## src/rtl/varwidth_fifo_reader.sv

```systemverilog
// Drains the packed capture BRAM into one sample per beat: pre-trigger ring (oldest first), then main region.
// First beat valid 2 cycles after the start-accepting edge; 2 idle cycles per word; holds dout while stalled.
module varwidth_fifo_reader #(
    parameter int addr_width    = 11,
    parameter int data_width    = 10,
    parameter int pad_width     = 2,
    parameter int data_per_addr = 3,
    localparam int SW           = data_width + pad_width,
    localparam int WW           = data_per_addr * SW
) (
    input  logic                  rd_clk,
    input  logic                  rst_n,
    input  logic                  start,
    input  logic                  circ_full,
    input  logic [addr_width-1:0] circ_addr,
    input  logic [4:0]            circ_ws,
    input  logic [addr_width-1:0] max_circ_addr,
    input  logic [4:0]            max_circ_ws,
    input  logic [31:0]           circ_count,
    input  logic [31:0]           total_samples,
    output logic                  bram_en,
    output logic [addr_width-1:0] bram_addr,
    input  logic [WW-1:0]         bram_data,
    output logic [data_width-1:0] dout,
    output logic                  dout_valid,
    input  logic                  dout_ready,
    output logic                  busy,
    output logic                  done
);

    typedef enum logic [2:0] {S_IDLE, S_FETCH, S_WAIT, S_UNPACK, S_DONE} state_t;

    localparam logic [addr_width-1:0] A_ONE   = {{(addr_width-1){1'b0}}, 1'b1};
    localparam logic [4:0]            WS_LAST = 5'(data_per_addr - 1);

    state_t                  r_state, w_next_state;
    logic                    r_main;
    logic [addr_width-1:0]   r_addr;
    logic [4:0]              r_ws;
    logic [addr_width-1:0]   r_max_addr;
    logic [4:0]              r_max_ws;
    logic [31:0]             r_rem;
    logic [31:0]             r_pre_rem;
    logic [data_per_addr-1:0][data_width-1:0] r_slots;

    logic                    w_accept;
    logic                    w_hs;
    logic                    w_ring_end;
    logic                    w_word_end;
    logic [31:0]             w_pre_n;
    logic [data_width-1:0]   w_slot;
    logic                    w_pad_unused;

    assign w_accept   = start && (r_state == S_IDLE || r_state == S_DONE);
    assign w_hs       = (r_state == S_UNPACK) && dout_ready;
    assign w_ring_end = (r_addr == r_max_addr) && (r_ws == r_max_ws);
    assign w_word_end = (r_ws == WS_LAST);
    assign w_pre_n    = (circ_count < total_samples) ? circ_count : total_samples;

    always_comb begin
        w_slot       = '0;
        w_pad_unused = 1'b0;
        for (int k = 0; k < data_per_addr; k++) begin
            if (r_ws == 5'(k)) w_slot = r_slots[k];
            w_pad_unused = w_pad_unused ^ (^bram_data[k*SW+data_width +: pad_width]);
        end
    end

    always_ff @(posedge rd_clk or negedge rst_n) begin
        if (!rst_n) r_state <= S_IDLE;
        else        r_state <= w_next_state;
    end

    always_comb begin
        w_next_state = r_state;
        bram_en      = 1'b0;
        bram_addr    = r_addr;
        dout_valid   = 1'b0;
        dout         = '0;
        busy         = 1'b0;
        done         = 1'b0;
        case (r_state)
            S_IDLE, S_DONE: begin
                done = (r_state == S_DONE);
                if (w_accept) w_next_state = (total_samples == 32'd0) ? S_DONE : S_FETCH;
            end
            S_FETCH: begin
                busy         = 1'b1;
                bram_en      = 1'b1;
                w_next_state = S_WAIT;
            end
            S_WAIT: begin
                busy         = 1'b1;
                w_next_state = S_UNPACK;
            end
            S_UNPACK: begin
                busy       = 1'b1;
                dout_valid = 1'b1;
                dout       = w_slot;
                if (w_hs) begin
                    if (r_rem == 32'd1)
                        w_next_state = S_DONE;
                    else if (!r_main && (r_pre_rem == 32'd1 || w_ring_end || w_word_end))
                        w_next_state = S_FETCH;
                    else if (r_main && w_word_end)
                        w_next_state = S_FETCH;
                end
            end
            default: w_next_state = S_IDLE;
        endcase
    end

    always_ff @(posedge rd_clk or negedge rst_n) begin
        if (!rst_n) begin
            r_main     <= 1'b0;
            r_addr     <= '0;
            r_ws       <= '0;
            r_max_addr <= '0;
            r_max_ws   <= '0;
            r_rem      <= '0;
            r_pre_rem  <= '0;
            r_slots    <= '0;
        end else begin
            if (w_accept) begin
                r_max_addr <= max_circ_addr;
                r_max_ws   <= max_circ_ws;
                r_rem      <= total_samples;
                r_pre_rem  <= w_pre_n;
                if (w_pre_n == 32'd0) begin
                    r_main <= 1'b1;
                    r_addr <= max_circ_addr + A_ONE;
                    r_ws   <= '0;
                end else begin
                    r_main <= 1'b0;
                    r_addr <= circ_full ? circ_addr : '0;
                    r_ws   <= circ_full ? circ_ws : '0;
                end
            end
            if (r_state == S_WAIT) begin
                for (int k = 0; k < data_per_addr; k++)
                    r_slots[k] <= bram_data[k*SW +: data_width];
            end
            if (w_hs) begin
                r_rem <= r_rem - 32'd1;
                if (!r_main) begin
                    r_pre_rem <= r_pre_rem - 32'd1;
                    // Last pre-trigger sample hands over to the main region right after the ring
                    if (r_pre_rem == 32'd1) begin
                        r_main <= 1'b1;
                        r_addr <= r_max_addr + A_ONE;
                        r_ws   <= '0;
                    end else if (w_ring_end) begin
                        r_addr <= '0;
                        r_ws   <= '0;
                    end else if (w_word_end) begin
                        r_addr <= r_addr + A_ONE;
                        r_ws   <= '0;
                    end else begin
                        r_ws <= r_ws + 5'd1;
                    end
                end else if (w_word_end) begin
                    r_addr <= r_addr + A_ONE;
                    r_ws   <= '0;
                end else begin
                    r_ws <= r_ws + 5'd1;
                end
            end
        end
    end

endmodule

```

## config.mk

```make
export PLATFORM = sky130hd
export DESIGN_NAME = varwidth_fifo_reader
export DESIGN_NICKNAME = d
export VERILOG_FILES = /design/src/rtl/varwidth_fifo_reader.sv
export SDC_FILE = /design/constraint.sdc
export NUM_CORES = 1
export LEC_CHECK = 0
export CAP_MARGIN = 15
export CORE_ASPECT_RATIO = 0.9
export CORE_MARGIN = 5
export CORE_UTILIZATION = 45
export CTS_CLUSTER_SIZE = 25
export DETAILED_ROUTE_END_ITERATION = 6
export GPL_TIMING_DRIVEN = 0
export HOLD_SLACK_MARGIN = 0.15
export PLACE_DENSITY_LB_ADDON = 0.1
export SYNTH_ARGS = -nofsm -noshare
export SYNTH_HDL_FRONTEND = slang
export SYNTH_SLANG_ARGS = --single-unit
```

## constraint.sdc

```tcl
create_clock -name rd_clk -period 6.2 [get_ports rd_clk]
set_input_delay 1.24 -clock rd_clk [delete_from_list [all_inputs] [get_ports rd_clk]]
set_output_delay 1.24 -clock rd_clk [all_outputs]
set_load 0.02 [all_outputs]
```

==> results of run 1 <==
flip-flops by register name, indices dropped and copies added (netlist names):
register    cells
r_slots        30
r_ws            5
bram_addr      11
r_max_ws        5
r_main          1
r_state         3
r_max_addr     11
r_rem          32
r_pre_rem      32
power breakdown:
part	leakage, µW	total [µW]	switching, µW	internal [µW]
registers	0.00152	1410	272	1140
clock network	0.000287	1010	438	577
logic	0.00311	1890	1050	839
total	0.00492	4320	1760	2560
final cells by class:
| type | count | area (µm²) |
|---|---|---|
| fill | 1799 | 8320 |
| tap | 255 | 319 |
| clock inverter | 14 | 144 |
| buffer | 54 | 228 |
| timing repair buffer | 156 | 1580 |
| sequential | 130 | 3250 |
| clock buffer | 18 | 439 |
| antenna | 1 | 2.50 |
| multi-input combinational | 796 | 5310 |
| inverter | 55 | 206 |
synth_stat cells, types with 3 or more instances:
library cell	count
nand4_1	18
or4_1	3
nand2b_1	6
nand2_1	117
o31ai_1	3
or3_4	3
and2_1	4
buf_1	8
a21o_1	3
mux2_2	33
nor3_1	37
and3_1	13
a21oi_1	73
nor2b_1	5
o22ai_1	10
inv_1	55
a22oi_1	5
o211a_1	5
a221oi_1	26
mux2i_1	32
nor4_1	30
and2_0	3
o21a_1	4
o221ai_1	12
a311oi_1	7
or2_2	4
ha_1	42
or3_1	6
nor2_1	93
o211ai_1	5
a211oi_1	7
o221a_2	4
nand3_1	39
xor2_1	28
dfrtp_1	130
clkbuf_1	38
xnor2_1	12
buf_2	5
o21ai_0	47
a221o_1	8
logic make-up (layout without fill, tap and decap cells):
| logic type | count (synthesis) | count (layout) | share of synthesized area, % |
|---|---|---|---|
| XOR/XNOR | 40 | 40 | 3.90 |
| buffers and inverters | 109 | 297 | 4.83 |
| multiplexers | 65 | 65 | 7.69 |
| AO/OA/AOI/OAI | 241 | 241 | 18.5 |
| other | 0 | 1 | 0 |
| AND/OR/NAND/NOR | 408 | 408 | 23.0 |
| flip-flops | 130 | 130 | 36.2 |
| adder cells (fa/ha/maj) | 42 | 42 | 5.84 |
per-layer routing:
layer  track usage [%]  vias to the layer above  routed length (µm)
met3              6.53                       69                2540
li1                  -                     4173                   -
met5                 0                        -                   0
met1              36.9                     4254               13700
met2              41.3                      346               14100
met4              9.65                        0                 986
critical path: stages (launching register included):
cell             delay [ns]
dfrtp_1                0.36
clkbuf_1               0.19
nor3_1                 0.38
and2_0                 0.18
clkbuf_1               0.28
clkbuf_1               0.47
a221oi_1               0.11
nor3_1                 0.19
clkdlybuf4s50_1        0.66
through the flow:
stage / cell area, µm² / total power [µW] / utilization, %
CTS: 11500 / 4330 / 58.0
global route: 11500 / 4580 / 58.0
finish: 11500 / 4320 / 58.0
global placement: 10900 / 3270 / 54.9
detailed placement: 10900 / 3310 / 55.0
floorplan: 8990 / 2580 / -
how the worst min path moves through the flow:
stage | from | endpoint | slack [ns] | depth (start not counted)
2_1_floorplan | r_rem[28]$_DFFE_PN0P_ | r_rem[28]$_DFFE_PN0P_ | 0.45 | 1
3_3_place_gp | r_rem[28]$_DFFE_PN0P_ | r_rem[28]$_DFFE_PN0P_ | 0.47 | 1
3_5_place_dp | r_pre_rem[15]$_DFF_PN0_ | r_pre_rem[15]$_DFF_PN0_ | 0.49 | 2
4_1_cts | r_rem[27]$_DFFE_PN0P_ | r_rem[27]$_DFFE_PN0P_ | 0.50 | 1
5_1_grt | r_pre_rem[15]$_DFF_PN0_ | r_pre_rem[15]$_DFF_PN0_ | 0.52 | 2
6_report | r_rem[27]$_DFFE_PN0P_ | r_rem[27]$_DFFE_PN0P_ | 0.50 | 1
==> flow_metrics.env, run 1 <==
export IMPL_outcome="finished, final reports clean"
export IMPL_via_per_inst=5.98
export IMPL_io_pins=162
export IMPL_cts_buffer_depth=2
export IMPL_setup_viol=0
export IMPL_syn_avg_cell_area_um2=8.69
export IMPL_setup_tns_ns=0
export IMPL_overflow=0
export IMPL_drt_pass1_iter_count=5
export IMPL_start_util_pct=45.4
export IMPL_synthArstFlopShare_pct=100
export IMPL_hold_path_class="register to register"
export IMPL_synth_fp_nets=1214
export IMPL_worst_slack_ns=1.73
export IMPL_ys_seq_area_share_pct=36.2
export IMPL_cts_repair_resized=0
export IMPL_ys_types=76
export IMPL_hold_violations=0
export IMPL_core_area_um2=19800
export IMPL_final_nets=1389
export IMPL_grt_pass1_wl_um=48200
export IMPL_critPathLaunch="r_ws[2]$_DFFE_PN0P_"
export IMPL_clk_latency_ns=0.44
export IMPL_crit_end="dout[5]"
export IMPL_grt_setup_unrepaired="false"
export IMPL_yosys_register_bits=130
export IMPL_critPathKind="register to output port"
export IMPL_clock_skew_ns=0.00930
export IMPL_cts_setup_buffers=0
export IMPL_ir_drop_uv=182
export IMPL_finalNonFillerCells=1479
export IMPL_worst_path_max_fanout=10
export IMPL_clk_pin_slew_ns=0.06
export IMPL_clock_sinks=130
export IMPL_slew_headroom_pct=42.4
export IMPL_gp_congestion=0.921
export IMPL_synth_area_um2=8990
export IMPL_cts_tree="yes"
export IMPL_synth_flop_cell="dfrtp_1"
export IMPL_synthCells=1035
export IMPL_r2r_slack_ns=3.27
export IMPL_num_rows=49
export IMPL_track_usage_pct=26.7
export IMPL_worst_pin_slew_ns=0.864
export IMPL_hold_slack_ns=0.496
export IMPL_vias=8842
export IMPL_cts_htree_levels=4
export IMPL_finalCritPeriodShare_pct=72.2
export IMPL_totalWireLength_um=31300
export IMPL_ctsRootBufferMaster="clkbuf_16"
export IMPL_p_per_area_nw_per_um2=376
export IMPL_die_width_um=159
export IMPL_rr_worst_depth=8
export IMPL_syn_to_final_growth_pct=27.6
export IMPL_yosys_top_cells_area="dfrtp_1 (36%), ha_1 (5.8%), nand2_1 (4.9%)"
export IMPL_yosys_warnings=0
export IMPL_cp_start_kind="register"
export IMPL_layout_commonest_cell="clkdlybuf4s50_1"
export IMPL_cp_end_kind="output port"
export IMPL_ctsHoldBuffers=0
export IMPL_synth_top_area_share_pct=36.2
export IMPL_drtIter0Drc=735
export IMPL_cp_arrival_ns=3.23
export IMPL_drc=0
export IMPL_die_height_um=144
export IMPL_port_buffers=155
export IMPL_dpl_hpwl_um=24000
export IMPL_grt_pass1_vias=8548
export IMPL_wl_per_cell_um=21.2
export IMPL_worstReg2RegStart="r_state[2]$_DFFE_PN0P_"
export IMPL_place_ws_ns=1.44
export IMPL_crit_required_ns=4.96
export IMPL_grt_max_degree=77
export IMPL_dp_cells=1446
export IMPL_fp_dieArea_um2=22900
export IMPL_final_cell_mix="clkdlybuf4s50_1 (154), dfrtp_1 (130), nand2_1 (117), nor2_1 (93), a21oi_1 (73)"
export IMPL_fmax_mhz=224
export IMPL_post_route_min_period_ns=4.47
export IMPL_power_leakage_uw=0.00492
export IMPL_ant_nets=0
export IMPL_synth_edf_count=0
export IMPL_drive_gt1_share_pct=8.99
export IMPL_slew_violations=0
export IMPL_antenna_found_initial=1
export IMPL_rr_endpoint="bram_addr[6]$_DFF_PN0_"
export IMPL_max_cap_violations=0
export IMPL_cts_made_buffers=17
export IMPL_yosysTopAreaCell="dfrtp_1"
Power figures use the tool's default switching activity.
==> run 2: changes to the inputs <==
==> constraint.sdc (replaced) <==
create_clock -name rd_clk -period 4.1 [get_ports rd_clk]
set_input_delay 0.82 -clock rd_clk [delete_from_list [all_inputs] [get_ports rd_clk]]
set_output_delay 0.82 -clock rd_clk [all_outputs]
set_load 0.02 [all_outputs]
==> flow_metrics.env, run 2 (synthesis results as in run 1) <==
export IMPL_cts_setup_buffers=0
export IMPL_path_cells="clkdlybuf4s50_1 > inv_1 > ha_1 > a21o_1 > a221o_1 > a221oi_1 > o21ai_0 > nor2_1 > buf_2 > clkbuf_4 > mux2i_1 > a21oi_1"
export IMPL_hold_path_class="input port to asynchronous set/reset pin"
export IMPL_ir_drop_uv=275
export IMPL_die_height_um=144
export IMPL_via_per_inst=6.00
export IMPL_start_util_pct=45.4
export IMPL_clk_latency_ns=0.43
export IMPL_cp_arrival_ns=4.17
export IMPL_critPathKind="input port to register"
export IMPL_slew_headroom_pct=42.7
export IMPL_hold_violations=0
export IMPL_cts_buffer_depth=2
export IMPL_p_per_area_nw_per_um2=569
export IMPL_finalCritPeriodShare_pct=95.1
export IMPL_rr_endpoint="bram_addr[6]$_DFF_PN0_"
export IMPL_ctsRootBufferMaster="clkbuf_16"
export IMPL_slew_violations=0
export IMPL_r2r_slack_ns=1.18
export IMPL_num_rows=49
export IMPL_dpl_hpwl_um=24000
export IMPL_cts_tree="yes"
export IMPL_nFillCells=1798
export IMPL_reg_top3="r_pre_rem x32, r_rem x32, r_slots x30"
export IMPL_cp_start_kind="input port"
export IMPL_io_pins=162
export IMPL_fp_dieArea_um2=22900
export IMPL_finalNonFillerCells=1479
export IMPL_clk_pin_slew_ns=0.06
export IMPL_rr_worst_depth=8
export IMPL_finish_utilization_pct=58.0
export IMPL_grt_pass1_vias=8548
export IMPL_worst_path_max_fanout=10
export IMPL_final_cell_mix="clkdlybuf4s50_1 (154), dfrtp_1 (130), nand2_1 (117), nor2_1 (93), a21oi_1 (73)"
export IMPL_post_route_min_period_ns=3.90
export IMPL_clock_sinks=130
export IMPL_worst_pin_slew_ns=0.860
export IMPL_ant_nets=0
export IMPL_cts_made_buffers=17
export IMPL_port_buffers=155
export IMPL_crit_required_ns=4.37
export IMPL_wl_per_cell_um=21.1
export IMPL_dp_cells=1446
export IMPL_grt_max_degree=77
export IMPL_drt_pass1_iter_count=6
export IMPL_drive_gt1_share_pct=9.16
export IMPL_max_cap_violations=0
export IMPL_layout_commonest_cell="clkdlybuf4s50_1"
export IMPL_hold_slack_ns=0.341
export IMPL_cp_end_kind="register"
export IMPL_fmax_mhz=257
export IMPL_totalWireLength_um=31300
export IMPL_setup_viol=0
export IMPL_setup_tns_ns=0
export IMPL_grt_setup_unrepaired="false"
export IMPL_cp_num_buf_inv=4
export IMPL_track_usage_pct=26.7
export IMPL_final_nets=1389
export IMPL_cp_slowest_cell="clkdlybuf4s50_1"
export IMPL_outcome="finished, final reports clean"
export IMPL_postLayoutCellArea_um2=11500
export IMPL_overflow=0
export IMPL_cts_htree_levels=4
export IMPL_drc=0
export IMPL_ctsHoldBuffers=0
export IMPL_power_leakage_uw=0.00492
export IMPL_slowest_delay_ns=0.61
export IMPL_placed_area_um2=10900
export IMPL_gp_congestion=0.921
export IMPL_worstReg2RegStart="r_state[2]$_DFFE_PN0P_"
export IMPL_core_area_um2=19800
export IMPL_cpLargestDelayFamily="buffers and inverters"
export IMPL_grt_pass1_wl_um=48200
export IMPL_syn_to_final_growth_pct=27.8
export IMPL_die_width_um=159
export IMPL_vias=8867
export IMPL_drtIter0Drc=716
export IMPL_antenna_found_initial=1
export IMPL_clock_skew_ns=0.00865
==> run 2: where the power goes <==
part	total (µW)	internal [µW]	switching, µW	leakage, µW
sequential	2140	1730	414	0.00152
combinational	2870	1270	1590	0.00312
clock	1530	872	657	0.000287
total	6530	3870	2660	0.00492
==> run 2: metrics by stage <==
stage,setup slack (ns),total power [µW]
after floorplan,0.969,3900
after global placement,-3.27,4950
after detailed placement,-0.238,5000
after CTS,0.0387,6540
after global routing,0.0835,6930
final,0.202,6530
==> run 2: cell type report <==
cell class	count	area, µm²	area share (%)
antenna	1	2.50	0.0218
sequential	130	3250	28.3
tap	255	319	2.78
multi-input combinational	796	5310	46.2
timing repair buffer	156	1580	13.8
clock buffer	18	439	3.82
clock inverter	14	144	1.25
inverter	55	206	1.80
buffer	54	234	2.04
==> run 2: how the worst max path moves through the flow <==
stage	cells past startpoint	startpoint	slack (ns)	to
2_1_floorplan	11	total_samples[27]	0.97	r_pre_rem[18]$_DFF_PN0_
3_3_place_gp	1	rst_n	-3.27	r_slots[7]$_DFFE_PN0P_
3_5_place_dp	12	total_samples[25]	-0.24	r_pre_rem[10]$_DFF_PN0_
4_1_cts	8	r_ws[2]$_DFFE_PN0P_	0.04	dout[5]
5_1_grt	12	total_samples[25]	0.08	r_pre_rem[10]$_DFF_PN0_
6_report	12	total_samples[25]	0.20	r_pre_rem[26]$_DFF_PN0_
==> run 2: repair_timing <==
item / in CTS / in global routing
resized for setup: 0 / 5
hold endpoints to repair: 0 / 0
setup endpoints to repair: 0 / 11
==> run 2: routing by layer <==
layer / up-vias / share of wire (%) / global-route usage, %
li1: 4179 / - / -
met1: 4217 / 43 / 36.9
met2: 402 / 45 / 41.3
met3: 69 / 9.2 / 6.53
met4: 0 / 3.2 / 9.65
met5: - / 0 / 0
==> patch 1: new RTL, config.mk and constraints of run 2 <==
Re-encode `state_t` (5 states) as Gray code, 3 bits wide.
--- a/src/rtl/varwidth_fifo_reader.sv
+++ b/src/rtl/varwidth_fifo_reader.sv
@@ -28,7 +28,7 @@
     output logic                  done
 );
 
-    typedef enum logic [2:0] {S_IDLE, S_FETCH, S_WAIT, S_UNPACK, S_DONE} state_t;
+    typedef enum logic [2:0] {S_IDLE = 3'b000, S_FETCH = 3'b001, S_WAIT = 3'b011, S_UNPACK = 3'b010, S_DONE = 3'b110} state_t;
 
     localparam logic [addr_width-1:0] A_ONE   = {{(addr_width-1){1'b0}}, 1'b1};
     localparam logic [4:0]            WS_LAST = 5'(data_per_addr - 1);
Formal check against the unedited RTL: no difference found for any inputs over 4 cycles, from zero or initial values and one cycle with rst_n low; so few cycles prove little.
==> patch 1 against run 2 <==
- sequential power increased by 17%
- combinational power up 8.4%
- synthesized area shrank 0.54%
- power rose by 10%
- final area about the same
- count of clock-buffer cells in the layout fell by 1
- synthesized cell count rose by 0.48%
- routed wire length is 0.39% higher
- register-to-register slack got worse by 0.45 ns
- setup slack worse by 0.024 ns
- worst hold slack got worse by 0.069 ns
- sequential cell count unchanged
- non-clock buffer count is the same
- critical path type unchanged
- highest routed layer unchanged
==> patch 1: results (changes against run 2) <==
drive_gt1_frac: 0.0798  # -0.0118
vdd_drop_max_uv: 552  # +100%
timing.hold.ws_ns: 0.272  # -0.0690 ns
reg2reg_to: "r_rem[21]"
comb.multi_input.count: 810  # +1.8%
status: "completed"
power_leakage_nw: 4.68  # -5.0%
rrSetupSlack_ns: 0.73  # -0.45 ns
bufAreaShareNonClock: 0.156  # -0.00144
ys_top_cells_by_count: "dfrtp_1, nand2_1, nor2_1, a21oi_1, o21ai_0"
nFillCells: 1838  # +2.2%
rr_startpoint: "r_state[1]"
worstSetupEndpoint: "bram_addr[4]"
cp_data_arrival_time_ns: 4.22  # +0.05 ns
seq_cell_count: 130  # unchanged
vias: 8942  # +0.85%
yosysSeqAreaShare: 0.364  # +0.00197
drt_wl_total_um: 31400  # +0.39%
cts.clk_slew.worst_paths_ns: 0.07
inv_count: 46  # -16%
grt_max_degree: 97  # +26%
fin_skew_ns: 0.00790  # -0.000755 ns
yosysUniqueCellTypes: 67  # -12%
worst_pin_slew_ns: 0.896  # +0.0363 ns
critPathMaxStageDelay_ns: 0.58  # -0.03 ns
ys_top_cells_by_area: "dfrtp_1, ha_1, nand2_1"
globalplace.congestion: 0.922  # about the same
grt_pass1_wl_um: 47600  # -1.3%
final-clk-cell-share: 0.0530  # +0.00221
critPathTopFamily: "compound AO/OA/AOI/OAI gates"
layoutNonFillerInstCount: 1484  # +0.34%
dr.pass1.iters: 5  # -1
multi_input_area_sq_um: 5330  # +0.38%
grt_pass1_vias: 8500  # -0.56%
reg2regPathDepth: 9  # +1
patch 1: changes by cell type after synthesis, moves of 6 or more:
cell / change
and3_1: -6
nor3_1: -6
o211ai_1: +8
inv_1: -9
xnor2_1: +15
nand3_1: -6
xor2_1: -12
a21oi_1: -8
clkbuf_1: +7
nand2_1: +6
patch 1: per-layer routing:
metal / vias up / GRT usage / routed length, um
li1: 4201 / - / -
met1: 4304 / 0.387 / 13800
met2: 379 / 0.406 / 14100
met3: 58 / 0.0711 / 2590
met4: 0 / 0.0871 / 884
met5: - / 0 / 0
patch 1: report_power, final:
| part | switching (mW) | leakage [nW] | internal [mW] |
|---|---|---|---|
| Clock | 0.707 | 0.294 | 0.878 |
| Sequential | 0.636 | 1.51 | 1.88 |
| Combinational | 1.73 | 2.88 | 1.38 |
patch 1: kinds of logic (layout without fill, tap and decap cells):
kind of cell             count (synthesis)  count (layout)  share of synthesized area
AO/OA/AOI/OAI                          250             250                      0.189
XOR/XNOR                                43              43                     0.0421
adder cells (fa/ha/maj)                 42              42                     0.0587
buffers and inverters                  100             288                     0.0428
flip-flops                             130             130                      0.364
multiplexers                            65              65                     0.0778
other                                    0               1                          0
AND/OR/NAND/NOR                        410             410                      0.226
patch 1: metrics by stage:
step | setup slack, ns | cell area (sq um) | setup TNS, ns | util
after floorplan | 0.710 | 8940 | 0 | -
after global placement | -3.27 | 10800 | -436.24 | 0.548
after detailed placement | -0.475 | 10800 | -15.09 | 0.549
after CTS | 0.00738 | 11500 | 0 | 0.580
after global routing | 0.0314 | 11500 | 0 | 0.582
final | 0.178 | 11500 | 0 | 0.582
patch 1: timing repair:
| item | CTS | global route |
|---|---|---|
| endpoints found under the setup margin | 3 | 34 |
| cloned | 0 | 0 |
| gates resized for setup | 2 | 7 |
| pin swaps | 0 | 0 |
==> patch 2: new RTL, config.mk and constraints of run 2 <==
Without the edit above. The parameter `data_width` goes from 10 to 20.
--- a/src/rtl/varwidth_fifo_reader.sv
+++ b/src/rtl/varwidth_fifo_reader.sv
@@ -2,7 +2,7 @@
 // First beat valid 2 cycles after the start-accepting edge; 2 idle cycles per word; holds dout while stalled.
 module varwidth_fifo_reader #(
     parameter int addr_width    = 11,
-    parameter int data_width    = 10,
+    parameter int data_width    = 20,
     parameter int pad_width     = 2,
     parameter int data_per_addr = 3,
     localparam int SW           = data_width + pad_width,
Interface: changed (resized bram_data and dout); port bits go from 162 to 202. The function was not compared with the original's and may differ.
==> patch 2 against run 2 <==
- register-to-register slack got worse by 0.15 ns
- setup slack improved by 0.033 ns
- sequential cell count rose by 30
- routed wire length rose by 9.5%
- final area rose by 14%
- count of clock-buffer cells in the layout fell by 1
- global-route usage fell by 0.80 points
- power rose by 29%
- maximum frequency rose by 0.85%
- clock power rose by 8%
- sequential power rose by 36%
- synthesized area rose by 12%
- critical path type is now reg -> out
==> patch 2: results (changes against run 2) <==
status: "completed"
synthAdderAreaFrac: 0.0520  # -0.00643
worstSetupEndpoint: "dout[3]"
comb_power_share: 0.461  # +0.022
grt_pass1_vias: 9649  # +13%
antenna_cells: 0  # -1
drtIter0Drc: 961  # +34%
ys_top_cells_by_area: "dfrtp_1, mux2_2, ha_1"
vdd_drop_max_uv: 392  # +42%
synth-compound-area-share: 0.178  # -0.00764
dp_hpwl_um: 26000  # +8.1%
grt_max_degree: 99  # +29%
timing.hold.ws_ns: 0.299  # -0.0422 ns
syn_nets: 1355  # +12%
layout_setup_ws_ns: 0.235  # +0.0328 ns
rr_startpoint: "r_pre_rem[10]"
top_regs: "r_slots (60), r_pre_rem (32), r_rem (32)"
cts.clk_slew.worst_paths_ns: 0.08  # +0.02 ns
vias: 9938  # +12%
placed_cell_area_sq_um: 12500  # +14%
io_buffers: 195  # +26%
cp_data_arrival_time_ns: 3.05  # -1.12 ns
drive_gt1_frac: 0.0909  # -0.000669
globalplace.congestion: 0.928  # +0.74%
post-place-ws_ns: -0.0527  # +0.185 ns
grt_pass1_wl_um: 52900  # +9.8%
yosysUniqueCellTypes: 75  # -1.3%
synth_cells: 1146  # +11%
ys_top_cells_by_count: "dfrtp_1, nor2_1, nand2_1, a21oi_1, mux2_2"
power_leakage_nw: 5.41  # +9.9%
synthXorXnorAreaFrac: 0.0338  # -0.00515
reg2regPathDepth: 9  # +1
intPower_mw: 4.85  # +25%
rrSetupSlack_ns: 1.03  # -0.15 ns
[patch 2: cell types whose count changed in the layout (fill, tap and decap cells not counted), sizes merged, moves of 15 or more]
cell	before	now
clkdlybuf4s50	154	194
mux2	33	66
a21oi	73	94
dfrtp	130	160
clkbuf	58	73
mux2i	32	10
nor2	94	131
[patch 2: final cells by class]
type / count / area, sq um / area share
Tap cell: 297 / 372 / 0.0284
Multi-Input combinational cell: 878 / 5680 / 0.434
Clock inverter: 15 / 181 / 0.0139
Inverter: 47 / 176 / 0.0135
Buffer: 61 / 248 / 0.0189
Timing Repair Buffer: 197 / 1990 / 0.152
Sequential cell: 160 / 4000 / 0.306
Clock buffer: 17 / 425 / 0.0325
[patch 2: layer usage]
layer  global-route usage  vias up  share of wire
li1                     -     4646              -
met1                0.367     4812           0.45
met2                0.402      416           0.45
met3               0.0602       62          0.078
met4               0.0707        2          0.021
met5                    0        -        0.00038
